## config.mk

```make
export PLATFORM = sky130hd
export DESIGN_NAME = fpga_cfg_loader_flat
export DESIGN_NICKNAME = d
export VERILOG_FILES = /design/src/rtl/fpga_cfg_loader_if.sv /design/src/rtl/fpga_cfg_loader.sv /design/src/flat_wrapper.sv
export SDC_FILE = /design/constraint.sdc
export NUM_CORES = 1
export LEC_CHECK = 0
export ABC_AREA = 1
export CAP_MARGIN = 20
export CORE_UTILIZATION = 53
export DETAILED_ROUTE_END_ITERATION = 7
export PLACE_DENSITY = 0.79
export REMOVE_ABC_BUFFERS = 1
export SLEW_MARGIN = 20
export SYNTH_ARGS = -nofsm -noshare
export SYNTH_HDL_FRONTEND = slang
export SYNTH_SLANG_ARGS = --single-unit
```

## constraint.sdc

```tcl
create_clock -name clk -period 2.36 [get_ports clk]
set_input_delay 0.708 -clock clk [delete_from_list [all_inputs] [get_ports clk]]
set_output_delay 0.708 -clock clk [all_outputs]
set_load 0.02 [all_outputs]
```

## src/rtl/fpga_cfg_loader_if.sv

```systemverilog
// Config-word stream into the loader plus the per-column shift/commit strobes it drives into the
// CLB tile array.
interface fpga_cfg_loader_if #(
  parameter int unsigned NUM_COLS = 2,
  parameter int unsigned WORD_W   = 32
);
  logic [WORD_W-1:0]   in_data;
  logic                in_valid;
  logic                in_ready;
  logic [NUM_COLS-1:0] shift_enable;
  logic [NUM_COLS-1:0] shift_in_hard;
  logic [NUM_COLS-1:0] set_hard;

  modport master (
    output in_data,
    output in_valid,
    input  in_ready,
    input  shift_enable,
    input  shift_in_hard,
    input  set_hard
  );

  modport slave (
    input  in_data,
    input  in_valid,
    output in_ready,
    output shift_enable,
    output shift_in_hard,
    output set_hard
  );
endinterface

```

## src/rtl/fpga_cfg_loader.sv

```systemverilog
// Bitstream loader: serializes config words LSB-first into per-column hard shift chains (column 0
// first, each column starting on a fresh word) and then commits all columns with one set_hard.
module fpga_cfg_loader #(
  parameter int unsigned NUM_ROWS      = 2,
  parameter int unsigned NUM_COLS      = 2,
  parameter int unsigned TILE_CFG_BITS = 40,
  parameter int unsigned WORD_W        = 32
) (
  input  logic             clk,
  input  logic             rst,
  input  logic             start,
  input  logic             abort,
  fpga_cfg_loader_if.slave cfg,
  output logic             busy,
  output logic             done,
  output logic             aborted
);
  localparam int unsigned COL_BITS = NUM_ROWS * TILE_CFG_BITS;
  localparam int unsigned CBW      = $clog2(COL_BITS + 1);
  localparam int unsigned WBW      = $clog2(WORD_W);
  localparam int unsigned CLW      = $clog2(NUM_COLS + 1);

  localparam logic [CBW-1:0] LastColBit  = CBW'(COL_BITS - 1);
  localparam logic [WBW-1:0] LastWordBit = WBW'(WORD_W - 1);
  localparam logic [CLW-1:0] LastCol     = CLW'(NUM_COLS - 1);

  typedef enum logic [2:0] {StIdle, StFetch, StShift, StCommit, StDone} state_e;

  state_e              st_q, st_d;
  logic [CLW-1:0]      col_q, col_d;
  logic [CBW-1:0]      col_bits_q, col_bits_d;
  logic [WBW-1:0]      wbit_q, wbit_d;
  logic [WORD_W-1:0]   word_q, word_d;
  logic [NUM_COLS-1:0] shift_en_q, shift_en_d;
  logic [NUM_COLS-1:0] shift_in_q, shift_in_d;
  logic [NUM_COLS-1:0] set_hard_q, set_hard_d;
  logic                busy_d, done_d, aborted_d;
  logic                accept;

  // Abort must block a same-cycle handshake, so in_ready is the only combinational output.
  assign cfg.in_ready = (st_q == StFetch) && !abort;
  assign accept       = cfg.in_ready && cfg.in_valid;

  always_comb begin
    st_d       = st_q;
    col_d      = col_q;
    col_bits_d = col_bits_q;
    wbit_d     = wbit_q;
    word_d     = word_q;
    aborted_d  = 1'b0;

    if (abort && (st_q != StIdle)) begin
      st_d       = StIdle;
      col_d      = '0;
      col_bits_d = '0;
      wbit_d     = '0;
      aborted_d  = 1'b1;
    end else begin
      unique case (st_q)
        StIdle: begin
          if (start) begin
            st_d       = StFetch;
            col_d      = '0;
            col_bits_d = '0;
          end
        end
        StFetch: begin
          if (accept) begin
            word_d = cfg.in_data;
            wbit_d = '0;
            st_d   = StShift;
          end
        end
        StShift: begin
          wbit_d     = wbit_q + 1'b1;
          col_bits_d = col_bits_q + 1'b1;
          if (col_bits_q == LastColBit) begin
            // Column full: drop any padding left in the word, next column starts on a new word.
            col_bits_d = '0;
            wbit_d     = '0;
            col_d      = col_q + 1'b1;
            st_d       = (col_q == LastCol) ? StCommit : StFetch;
          end else if (wbit_q == LastWordBit) begin
            st_d = StFetch;
          end
        end
        StCommit: st_d = StDone;
        StDone:   st_d = StIdle;
        default:  st_d = StIdle;
      endcase
    end
  end

  // Outputs are decoded from the next state so the registered strobes line up with the state.
  always_comb begin
    shift_en_d = '0;
    for (int unsigned c = 0; c < NUM_COLS; c++) begin
      shift_en_d[c] = (st_d == StShift) && (col_d == CLW'(c));
    end
    shift_in_d = shift_en_d & {NUM_COLS{word_d[wbit_d]}};
    set_hard_d = {NUM_COLS{st_d == StCommit}};
    busy_d     = (st_d != StIdle);
    done_d     = (st_d == StDone);
  end

  always_ff @(posedge clk) begin
    if (rst) begin
      st_q       <= StIdle;
      col_q      <= '0;
      col_bits_q <= '0;
      wbit_q     <= '0;
      word_q     <= '0;
      shift_en_q <= '0;
      shift_in_q <= '0;
      set_hard_q <= '0;
      busy       <= 1'b0;
      done       <= 1'b0;
      aborted    <= 1'b0;
    end else begin
      st_q       <= st_d;
      col_q      <= col_d;
      col_bits_q <= col_bits_d;
      wbit_q     <= wbit_d;
      word_q     <= word_d;
      shift_en_q <= shift_en_d;
      shift_in_q <= shift_in_d;
      set_hard_q <= set_hard_d;
      busy       <= busy_d;
      done       <= done_d;
      aborted    <= aborted_d;
    end
  end

  assign cfg.shift_enable  = shift_en_q;
  assign cfg.shift_in_hard = shift_in_q;
  assign cfg.set_hard      = set_hard_q;
endmodule

```

## src/flat_wrapper.sv

```systemverilog
// flat-port wrapper written by rule: the top's interface ports become plain ports
module fpga_cfg_loader_flat 
#(
  parameter int unsigned NUM_ROWS      = 2,
  parameter int unsigned NUM_COLS      = 2,
  parameter int unsigned TILE_CFG_BITS = 40,
  parameter int unsigned WORD_W        = 32
)
  (clk, rst, start, abort, busy, done, aborted, cfg_in_data, cfg_in_valid, cfg_in_ready, cfg_shift_enable, cfg_shift_in_hard, cfg_set_hard);
  fpga_cfg_loader_if #(.NUM_COLS(NUM_COLS), .WORD_W(WORD_W)) cfg_i ();
  input  logic clk;
  input  logic rst;
  input  logic start;
  input  logic abort;
  output logic busy;
  output logic done;
  output logic aborted;
  input wire logic [$bits(cfg_i.in_data)-1:0] cfg_in_data;
  input wire logic [$bits(cfg_i.in_valid)-1:0] cfg_in_valid;
  output wire logic [$bits(cfg_i.in_ready)-1:0] cfg_in_ready;
  output wire logic [$bits(cfg_i.shift_enable)-1:0] cfg_shift_enable;
  output wire logic [$bits(cfg_i.shift_in_hard)-1:0] cfg_shift_in_hard;
  output wire logic [$bits(cfg_i.set_hard)-1:0] cfg_set_hard;
  assign cfg_i.in_data = cfg_in_data;
  assign cfg_i.in_valid = cfg_in_valid;
  assign cfg_in_ready = cfg_i.in_ready;
  assign cfg_shift_enable = cfg_i.shift_enable;
  assign cfg_shift_in_hard = cfg_i.shift_in_hard;
  assign cfg_set_hard = cfg_i.set_hard;
  fpga_cfg_loader #(.NUM_ROWS(NUM_ROWS), .NUM_COLS(NUM_COLS), .TILE_CFG_BITS(TILE_CFG_BITS), .WORD_W(WORD_W)) u_core (.clk(clk), .rst(rst), .start(start), .abort(abort), .cfg(cfg_i), .busy(busy), .done(done), .aborted(aborted));
endmodule
```

# Word-level counts from Yosys, hierarchy flattened
# Index checks and enable logic that the tools add are counted.
# W data, S select, Z words.
dict set report word_totals {
  elab_cells 64
  inputBits 37
  register_bits 57
}
dict set report classes {
  order_cmp 1
  eq_ne 11
  reduce_logical 13
  addsub 3
  n_bitwise 1
  muxes 24
}
# cell count
set ops {}
lappend ops {{$mux W32} 3}
lappend ops {{$mux W3} 5}
lappend ops {{$mux W5} 3}
lappend ops {{$mux W7} 2}
lappend ops {{$pmux W7 S2} 1}
lappend ops {{$eq A3 B2 Y1 const B} 4}
lappend ops {{$pmux W3 S4} 1}
lappend ops {{$pmux W5 S2} 1}
lappend ops {{$mux W2} 4}
lappend ops {{$add A7 B1 Y7 const B} 1}
lappend ops {{$eq A7 B7 Y1 const B} 1}
lappend ops {{$lt A5 B6 Y1 const B} 1}
lappend ops {{$reduce_bool A3 Y1} 2}
lappend ops {{$add A5 B1 Y5 const B} 1}
lappend ops {{$bmux W1 S5} 1}
lappend ops {{$eq A5 B5 Y1 const B} 1}
lappend ops {{$logic_and A1 B1 Y1} 5}
lappend ops {{$eq A2 B1 Y1 const B} 2}
lappend ops {{$pmux W2 S2} 1}
lappend ops {{$eq A3 B1 Y1 const B} 1}
lappend ops {{$eq A3 B3 Y1 const B} 1}
lappend ops {{$logic_not A3 Y1} 1}
lappend ops {{$add A2 B1 Y2 const B} 1}
lappend ops {{$and A2 B2 Y2} 1}
lappend ops {{7 further kinds} 8}

# Depth between registers and ports, before layout
# Gate-level depths: netlist (run 1).
dict set report depth {
  word_depth 9
  depth_mapped 15
  mapped_depth_nobuf 15
}

# Worst setup path after synthesis (run 1)
# OpenSTA, ideal clock, no wires.
dict set report synth_path {
  path_kind {input-to-reg}
  start {input cfg_in_valid}
  end {register u_core.shift_in_q[0], in the netlist u_core.cfg.shift_in_hard[0]}
  setup_slack_ns 0.467
  stages 12
  arrival_ns 1.779
  path_cell_list {inv_1 > o21ai_2 > nand3_4 > nand3_4 > buf_6 > nand2_1 > nand3_1 > nand3_1 > nand3_1 > nand3_1 > nand2_1 > nor2_1}
}
dict set report synth_between {
  elab_chain_len 7
  elab_cells_between_ends 15
}
# item line_no
set synth_lines {}
lappend synth_lines {{start: declaration} flat_wrapper.sv:19} ;# input wire logic [$bits(cfg_i.in_valid)-1:0] cfg_in_valid;
lappend synth_lines {{$logic_and A1 B1 Y1 (*)} fpga_cfg_loader.sv:42} ;# assign accept = cfg.in_ready && cfg.in_valid;
lappend synth_lines {{$mux W5 (tied with other cells)} fpga_cfg_loader.sv:68} ;# if (accept) begin
lappend synth_lines {{$pmux W5 S2 (tied with other cells)} fpga_cfg_loader.sv:59} ;# unique case (st_q)
lappend synth_lines {{$mux W5 (tied with other cells)} fpga_cfg_loader.sv:52} ;# if (abort && (st_q != StIdle)) begin
lappend synth_lines {{$bmux W1 S5 or $eq A3 B2 Y1 (tied branches)} {fpga_cfg_loader.sv:100, fpga_cfg_loader.sv:98}}
lappend synth_lines {{$mux W1 (not written as such) or $logic_and A1 B1 Y1 (tied branches)} {fpga_cfg_loader.sv:100, fpga_cfg_loader.sv:98}}
lappend synth_lines {{$and A2 B2 Y2 (*)} fpga_cfg_loader.sv:100} ;# shift_in_d = shift_en_d & {NUM_COLS{word_d[wbit_d]}};
lappend synth_lines {{end signal: assignment} fpga_cfg_loader.sv:126} ;# shift_in_q <= shift_in_d;
lappend synth_lines {{end: declaration} fpga_cfg_loader.sv:35} ;# logic [NUM_COLS-1:0] shift_in_q, shift_in_d;
# Mark *: on every way between the ends. The rest lies on a longest branch, timed or not. The select of a mux whose other input is x is not followed.
# A chain may end at the register's enable or synchronous reset.

# Final worst setup path (run 1)
dict set report layout_path {
  start {register u_core.col_bits_q[0]}
  end {register u_core.shift_in_q[1], in the netlist u_core.cfg.shift_in_hard[1]}
}
dict set report layout_between {
  elab_chain_len 7
  elab_cells_between_ends 16
}
# item line_no
set layout_lines {}
lappend layout_lines {{start: declaration} fpga_cfg_loader.sv:31} ;# logic [CBW-1:0] col_bits_q, col_bits_d;
lappend layout_lines {{start signal: assignment} fpga_cfg_loader.sv:122} ;# col_bits_q <= col_bits_d;
lappend layout_lines {{$eq A7 B7 Y1 (*)} fpga_cfg_loader.sv:77} ;# if (col_bits_q == LastColBit) begin
lappend layout_lines {{$mux W5 (tied with other cells)} fpga_cfg_loader.sv:77}
lappend layout_lines {{$pmux W5 S2 (tied with other cells)} fpga_cfg_loader.sv:59}
lappend layout_lines {{$mux W5 (tied with other cells)} fpga_cfg_loader.sv:52}
lappend layout_lines {{$bmux W1 S5 (tied with other cells)} fpga_cfg_loader.sv:100}
lappend layout_lines {{$mux W1 (not written as such) or $logic_and A1 B1 Y1 (tied branches)} {fpga_cfg_loader.sv:100, fpga_cfg_loader.sv:98}}
lappend layout_lines {{$and A2 B2 Y2 (*)} fpga_cfg_loader.sv:100}
# Marks and branches as above.

==> results of run 1 <==
## metrics by stage
step | std cells | hold slack (ns) | worst slack, ns | instance area (sq um)
4_1_cts | 558 | 0.477 | 0.00545 | 3870
3_5_place_dp | 543 | 0.469 | -0.299 | 3660
6_report | 560 | 0.471 | 0.223 | 3900
3_3_place_gp | 543 | 0.461 | -0.225 | 3660
5_1_grt | 560 | 0.497 | 0.0739 | 3900
2_1_floorplan | 388 | 0.446 | 0.232 | 2760
## flip-flops by register name, indices dropped and copies added (netlist names)
| name | flops |
|---|---|
| u_core.word_q | 32 |
| u_core.col_bits_q | 7 |
| u_core.wbit_q | 5 |
| u_core.st_q | 3 |
| u_core.cfg.shift_enable | 2 |
| u_core.cfg.shift_in_hard | 2 |
| u_core.col_q | 2 |
| u_core.aborted | 1 |
| u_core.busy | 1 |
| u_core.cfg.set_hard | 1 |
| u_core.done | 1 |
## metal layers
layer	up-vias	wire length [um]	track usage, %
met5	-	0	0
met4	0	157	13.4
met3	18	381	6.16
met2	85	3370	43.8
met1	1264	2950	30.6
li1	1470	-	-
## final cells by class
class,count,share of cell area (%)
inverter,49,4.91
clock buffer,12,3.72
clock inverter,3,1.67
timing repair buffer,86,21.1
tap,70,2.25
multi-input combinational,283,37.1
sequential,57,29.3
## what timing repair did
| action | 4_1_cts | 5_1_grt |
|---|---|---|
| gates cloned | 0 | 1 |
| gates resized for setup | 1 | 9 |
| setup endpoints to repair | 1 | 3 |
| hold endpoints to repair | 0 | 0 |
| buffers inserted | 0 | 1 |
## path summary, 6_finish.rpt
kind / startpoint / end / slack [ns]
max: u_core.col_bits_q[0] / u_core.cfg.shift_in_hard[1] / 0.22
min: u_core.word_q[24] / u_core.word_q[24] / 0.47
max reg2reg: u_core.col_bits_q[0] / u_core.cfg.shift_in_hard[1] / 0.22
min reg2reg: u_core.word_q[24] / u_core.word_q[24] / 0.47
## critical path, stage by stage, from the launching register on
cell	delay, ns
dfxtp_1	0.38
ha_1	0.22
nand3_2	0.17
o21ai_4	0.37
nand2_4	0.08
nand3_4	0.19
nand2_1	0.08
nand3_1	0.13
nand3_1	0.08
nand3_1	0.09
nand3_1	0.08
nand2_1	0.10
nor2_1	0.05
## cell usage in the layout (no fill, tap or decap), drive strengths merged, types with 13 or more instances in the layout
cell type,synthesis,layout
nand3,54,55
clkdlybuf4s50,0,43
dfxtp,57,57
nor2,55,55
a21oi,17,17
buf,9,40
clkbuf,5,13
inv,48,48
nand2,104,104
o21ai,34,34
## power by group
group          internal [W]  switching [W]
clock              0.000617       0.000387
sequential         0.000991      0.0000116
combinational      0.000180       0.000188
## Yosys cell counts, drive strengths merged, types with 2 or more instances
master,number,area [sq um]
a21oi,17,111
buf,9,60.1
clkbuf,5,18.8
dfxtp,57,1140
ha,4,50.1
inv,48,183
nand2,104,423
nand3,54,323
nand4,2,12.5
nor2,55,219
nor3,2,21.3
o21ai,34,185
## cells by family (layout without fill, tap and decap cells)
kind of cell               after synthesis  count (layout)  share of synthesized area, %
AOI/OAI and AO/OA                       59              59                          12.8
adders and majority gates                4               4                          1.77
buffers and inverters                   63             150                          9.53
DFF                                     57              57                          40.2
and+or+nand+nor                        219             220                          35.7
==> impl_metrics.env, run 1 <==
export IMPL_outcome="finished, final reports clean"
export IMPL_drc_errors=0
export IMPL_dpl_hpwl_um=4970
export IMPL_synth_cell_types=39
export IMPL_max_slew_margin_rel_pct=74.0
export IMPL_grt_overflow_total=0
export IMPL_grt_setup_unrepaired="no"
export IMPL_synth_edff_count=0
export IMPL_min_path_cells=2
export IMPL_final_min_clock_period_ns=2.14
export IMPL_detailroute_via_count=2837
export IMPL_yosysWarnings=0
export IMPL_critical_path_endpoint_type="flip-flop"
export IMPL_mappedNetlistArea_sq_mm=0.00284
export IMPL_timing_critical_path_arrival_ns=2.37
export IMPL_grt_antenna_before_repair=0
export IMPL_clockBufferDepth=2
export IMPL_floorplan_die_width_um=75.1
export IMPL_placement_rows=26
export IMPL_min_delay_path_class="flip-flop to flip-flop"
export IMPL_clk_pin_slew_worst_paths_ns=0.06
export IMPL_ir_worst_vdd_v=0.000466
export IMPL_insertion_delay_ns=0.34
export IMPL_finish_utilization_pct=75.9
export IMPL_postRouteAntennaNets=0
export IMPL_synthesis_instances=402
export IMPL_layout_worst_path_cycle_share_pct=90.5
export IMPL_report_final_setup_viol=0
export IMPL_maxCapViolations=0
export IMPL_routed_wirelength_um=6860
export IMPL_largest_net_degree_at_the_start_of_global_routing=47
export IMPL_ctsHoldBuffers=0
export IMPL_design_final_nets=527
export IMPL_cts_inserted_buffers=9
export IMPL_setup_total_negative_slack_ns=0
export IMPL_cp_max_fo=17
export IMPL_gpl_final_weighted_congestion=0.858
export IMPL_tritoncts_num_sinks=57
export IMPL_cp_start_kind="flip-flop"
export IMPL_path_class="flip-flop to flip-flop"
export IMPL_cts_htree_levels=3
export IMPL_avgSynthCellArea_sq_um=7.05
export IMPL_ys_seq_area_share_pct=40.2
export IMPL_clock_tree_root_cell="clkbuf_8"
export IMPL_fin_skew_ns=0.00588
export IMPL_multi_input_comb_area_sq_mm=0.00145
export IMPL_fmax_mhz=468
export IMPL_groute_usage_overall_pct=25.9
export IMPL_numPortBuffers=46
export IMPL_worst_endpoint_required_ns=2.59
export IMPL_drt_iter0_drc=242
export IMPL_layout_fillers=416
export IMPL_final_layout_size_suffix_gt1_share_pct=17.8
export IMPL_postSynthRegisterBits=57
export IMPL_grt_pass1_wl_um=10900
export IMPL_area_growth_syn_to_layout_pct=37.6
export IMPL_wire_per_inst_um=12.2
export IMPL_vias_per_cell=5.07
export IMPL_via_count_of_the_first_global_routing_pass=2497
export IMPL_power_density_mw_per_mm2=609
export IMPL_dieHeight_um=75.1
export IMPL_maxSlewViolCount=0
export IMPL_regArea_sq_mm=0.00114
export IMPL_tightestPinTransition_ns=0.389
export IMPL_coreArea_sq_mm=0.00514
export IMPL_antenna_cells_inserted=0
export IMPL_synth_top_flop_cell="dfxtp_1"
export IMPL_worst_r2r_cell_count=12
export IMPL_dr_pass1_iters=4
export IMPL_total_leakage_power_nw=1.80
export IMPL_die_area_sq_mm=0.00565
export IMPL_floorplan_io_pins=47
export IMPL_initial_core_util_pct=55.2
export IMPL_async_reset_ff_share_pct=0
export IMPL_report_final_hold_viol_count=0
export IMPL_power_total_w=0.00237
export IMPL_cts_tree="yes"
Note: power is estimated with default switching activity, not from simulation.
==> run 2, diff against run 1 <==
--- a/config.mk
+++ b/config.mk
@@ -7,9 +7,10 @@
 export LEC_CHECK = 0
 export ABC_AREA = 1
 export CAP_MARGIN = 20
-export CORE_UTILIZATION = 53
+export CORE_UTILIZATION = 55
 export DETAILED_ROUTE_END_ITERATION = 7
-export PLACE_DENSITY = 0.79
+export DONT_BUFFER_PORTS = 1
+export PLACE_DENSITY = 0.76
 export REMOVE_ABC_BUFFERS = 1
 export SLEW_MARGIN = 20
 export SYNTH_ARGS = -nofsm -noshare
==> impl_metrics.env, run 2 (synthesized netlist as in run 1, its figures left out) <==
export IMPL_initial_core_util_pct=58.5
export IMPL_timing_critical_path_mode_cell="nand2_1"
export IMPL_wl_met1_um=2800
export IMPL_report_final_setup_viol=0
export IMPL_largest_net_degree_at_the_start_of_global_routing=49
export IMPL_cts_inserted_buffers=9
export IMPL_die_area_sq_mm=0.00545
export IMPL_share_clk_of_total_power_pct=42.4
export IMPL_worst_path_buf_inv=2
export IMPL_wire_per_inst_um=12.1
export IMPL_maxSlewViolCount=0
export IMPL_numPortBuffers=0
export IMPL_grt_setup_unrepaired="no"
export IMPL_layout_worst_path_cycle_share_pct=89.1
export IMPL_dr_pass1_iters=5
export IMPL_clock_tree_root_cell="clkbuf_8"
export IMPL_via_count_of_the_first_global_routing_pass=2260
export IMPL_layout_cells_most_common="nand2_1"
export IMPL_cts_resized=0
export IMPL_dr_wl_met2_um=2470
export IMPL_timing_critical_path_arrival_ns=2.33
export IMPL_setup_total_negative_slack_ns=0
export IMPL_dieHeight_um=73.8
export IMPL_design_final_nets=444
export IMPL_drt_iter0_drc=151
export IMPL_power_internal_w=0.00157
export IMPL_insertion_delay_ns=0.34
export IMPL_final_min_clock_period_ns=2.10
export IMPL_cts_tree="yes"
export IMPL_min_delay_path_class="input pin to flip-flop"
export IMPL_top_layer_used="met4"
export IMPL_netSwitchingFraction_pct=25.8
export IMPL_tightestPinTransition_ns=0.465
export IMPL_outcome="finished, final reports clean"
export IMPL_critical_path_max_stage_delay_ns=0.39
export IMPL_dpl_hpwl_um=4100
export IMPL_tritoncts_num_sinks=57
export IMPL_final_layout_size_suffix_gt1_share_pct=12.5
export IMPL_cp_slowest_cell="dfxtp_1"
export IMPL_timing_critical_path_cells="ha_1 -> nand3_2 -> o21ai_4 -> inv_4 -> a21o_1 -> nand2_4 -> inv_2 -> nand3_1 -> nand2_1 -> nand2_1 -> nand3_1 -> nand2_1 -> nor2_1"
export IMPL_ctsHoldBuffers=0
export IMPL_maxCapViolations=0
export IMPL_share_seq_of_total_power_pct=47.5
export IMPL_power_density_mw_per_mm2=689
export IMPL_largest_registers="u_core.word_q: 32 flops, u_core.col_bits_q: 7 flops, u_core.wbit_q: 5 flops"
export IMPL_cts_htree_levels=3
export IMPL_grt_pass1_wl_um=10000
export IMPL_gpl_final_weighted_congestion=0.857
export IMPL_grt_overflow_total=0
export IMPL_top_register="u_core.word_q"
export IMPL_groute_usage_overall_pct=24.4
export IMPL_postRouteAntennaNets=0
export IMPL_clockBufferDepth=2
export IMPL_cp_start_kind="flip-flop"
export IMPL_largest_reg_flops=32
export IMPL_ir_worst_vdd_v=0.000399
export IMPL_clk_pin_slew_worst_paths_ns=0.07
export IMPL_fin_skew_ns=0.00767
export IMPL_combPwrFrac_pct=10.0
export IMPL_timing_critical_path_max_delay_family="simple AND/OR/NAND/NOR gates"
export IMPL_vias_per_cell=5.06
export IMPL_total_net_switching_power_w=0.000548
export IMPL_critical_path_endpoint_type="flip-flop"
export IMPL_detailroute_via_count=2405
export IMPL_power_total_w=0.00212
export IMPL_report_final_hold_viol_count=0
export IMPL_floorplan_die_width_um=73.8
export IMPL_antenna_cells_inserted=0
export IMPL_max_slew_margin_rel_pct=68.9
export IMPL_path_class="flip-flop to flip-flop"
export IMPL_total_leakage_power_nw=1.42
export IMPL_routed_wirelength_um=5740
export IMPL_fmax_mhz=476
export IMPL_area_growth_syn_to_layout_pct=8.56
export IMPL_cp_max_fo=7
export IMPL_coreArea_sq_mm=0.00485
export IMPL_placement_rows=25
export IMPL_drc_errors=0
export IMPL_top_library_cells_by_usage_in_the_layout_fill_and_taps_aside="nand2_1, dfxtp_1, nor2_1"
export IMPL_worst_endpoint_required_ns=2.59
export IMPL_floorplan_io_pins=47
export IMPL_detailroute_wirelength_met3_um=349
export IMPL_grt_antenna_before_repair=0
export IMPL_post_cts_setup_driven_buffer_insertion_count=0
## run 2: worst paths after layout
check	startpoint	endpoint	slack [ns]	cells after the start
max reg2reg	u_core.col_bits_q[0]	u_core.cfg.shift_in_hard[1]	0.26	13
max	u_core.col_bits_q[0]	u_core.cfg.shift_in_hard[1]	0.26	13
min	rst	u_core.wbit_q[1]	0.44	1
min reg2reg	u_core.word_q[24]	u_core.word_q[24]	0.47	2
## run 2: final cells by class
type | count | area [sq um]
tap | 67 | 83.8
sequential | 57 | 1140
inverter | 49 | 191
clock buffer | 10 | 138
fill | 451 | 1770
clock inverter | 6 | 57.6
timing repair buffer | 4 | 42.5
multi-input combinational | 282 | 1420
## run 2: power groups by stage
stage	registers [W]	logic, W	clock network (W)
floorplan	0.00103	0.000166	0
detailed placement	0.00103	0.000213	0
CTS	0.00101	0.000215	0.000913
global placement	0.00103	0.000209	0
global route	0.00101	0.000247	0.000954
finish	0.00101	0.000213	0.000899
## run 2: through the flow
| step | setup slack, ns | util (%) | instance area, sq um | std cells | hold slack, ns |
|---|---|---|---|---|---|
| floorplan | 0.232 | - | 2760 | 388 | 0.446 |
| global placement | 0.300 | 59.5 | 2880 | 459 | 0.453 |
| detailed placement | 0.239 | 59.5 | 2880 | 459 | 0.456 |
| CTS | 0.253 | 63.5 | 3080 | 475 | 0.425 |
| global route | 0.0392 | 63.5 | 3080 | 475 | 0.426 |
| finish | 0.258 | 63.5 | 3080 | 475 | 0.436 |
## run 2: worst register-to-register path, cell delays in order, from the launching register on
cell	delay (ns)
dfxtp_1	0.39
ha_1	0.23
nand3_2	0.16
o21ai_4	0.37
inv_4	0.10
a21o_1	0.20
nand2_4	0.11
inv_2	0.06
nand3_1	0.07
nand2_1	0.06
nand2_1	0.05
nand3_1	0.06
nand2_1	0.08
nor2_1	0.04
## run 2: routing by layer
metal  vias to the layer above  GRT usage, %
li1                       1296             -
met1                      1035          31.7
met2                        62          37.3
met3                        12          5.08
met4                         0          14.3
met5                         -             0
==> run 3, diff against run 2 <==
--- a/config.mk
+++ b/config.mk
@@ -10,6 +10,7 @@
 export CORE_UTILIZATION = 55
 export DETAILED_ROUTE_END_ITERATION = 7
 export DONT_BUFFER_PORTS = 1
+export HOLD_SLACK_MARGIN = 0.1
 export PLACE_DENSITY = 0.76
 export REMOVE_ABC_BUFFERS = 1
 export SLEW_MARGIN = 20
==> results of run 3 <==
Final layout, timing and power as in run 2 (identical DEF).
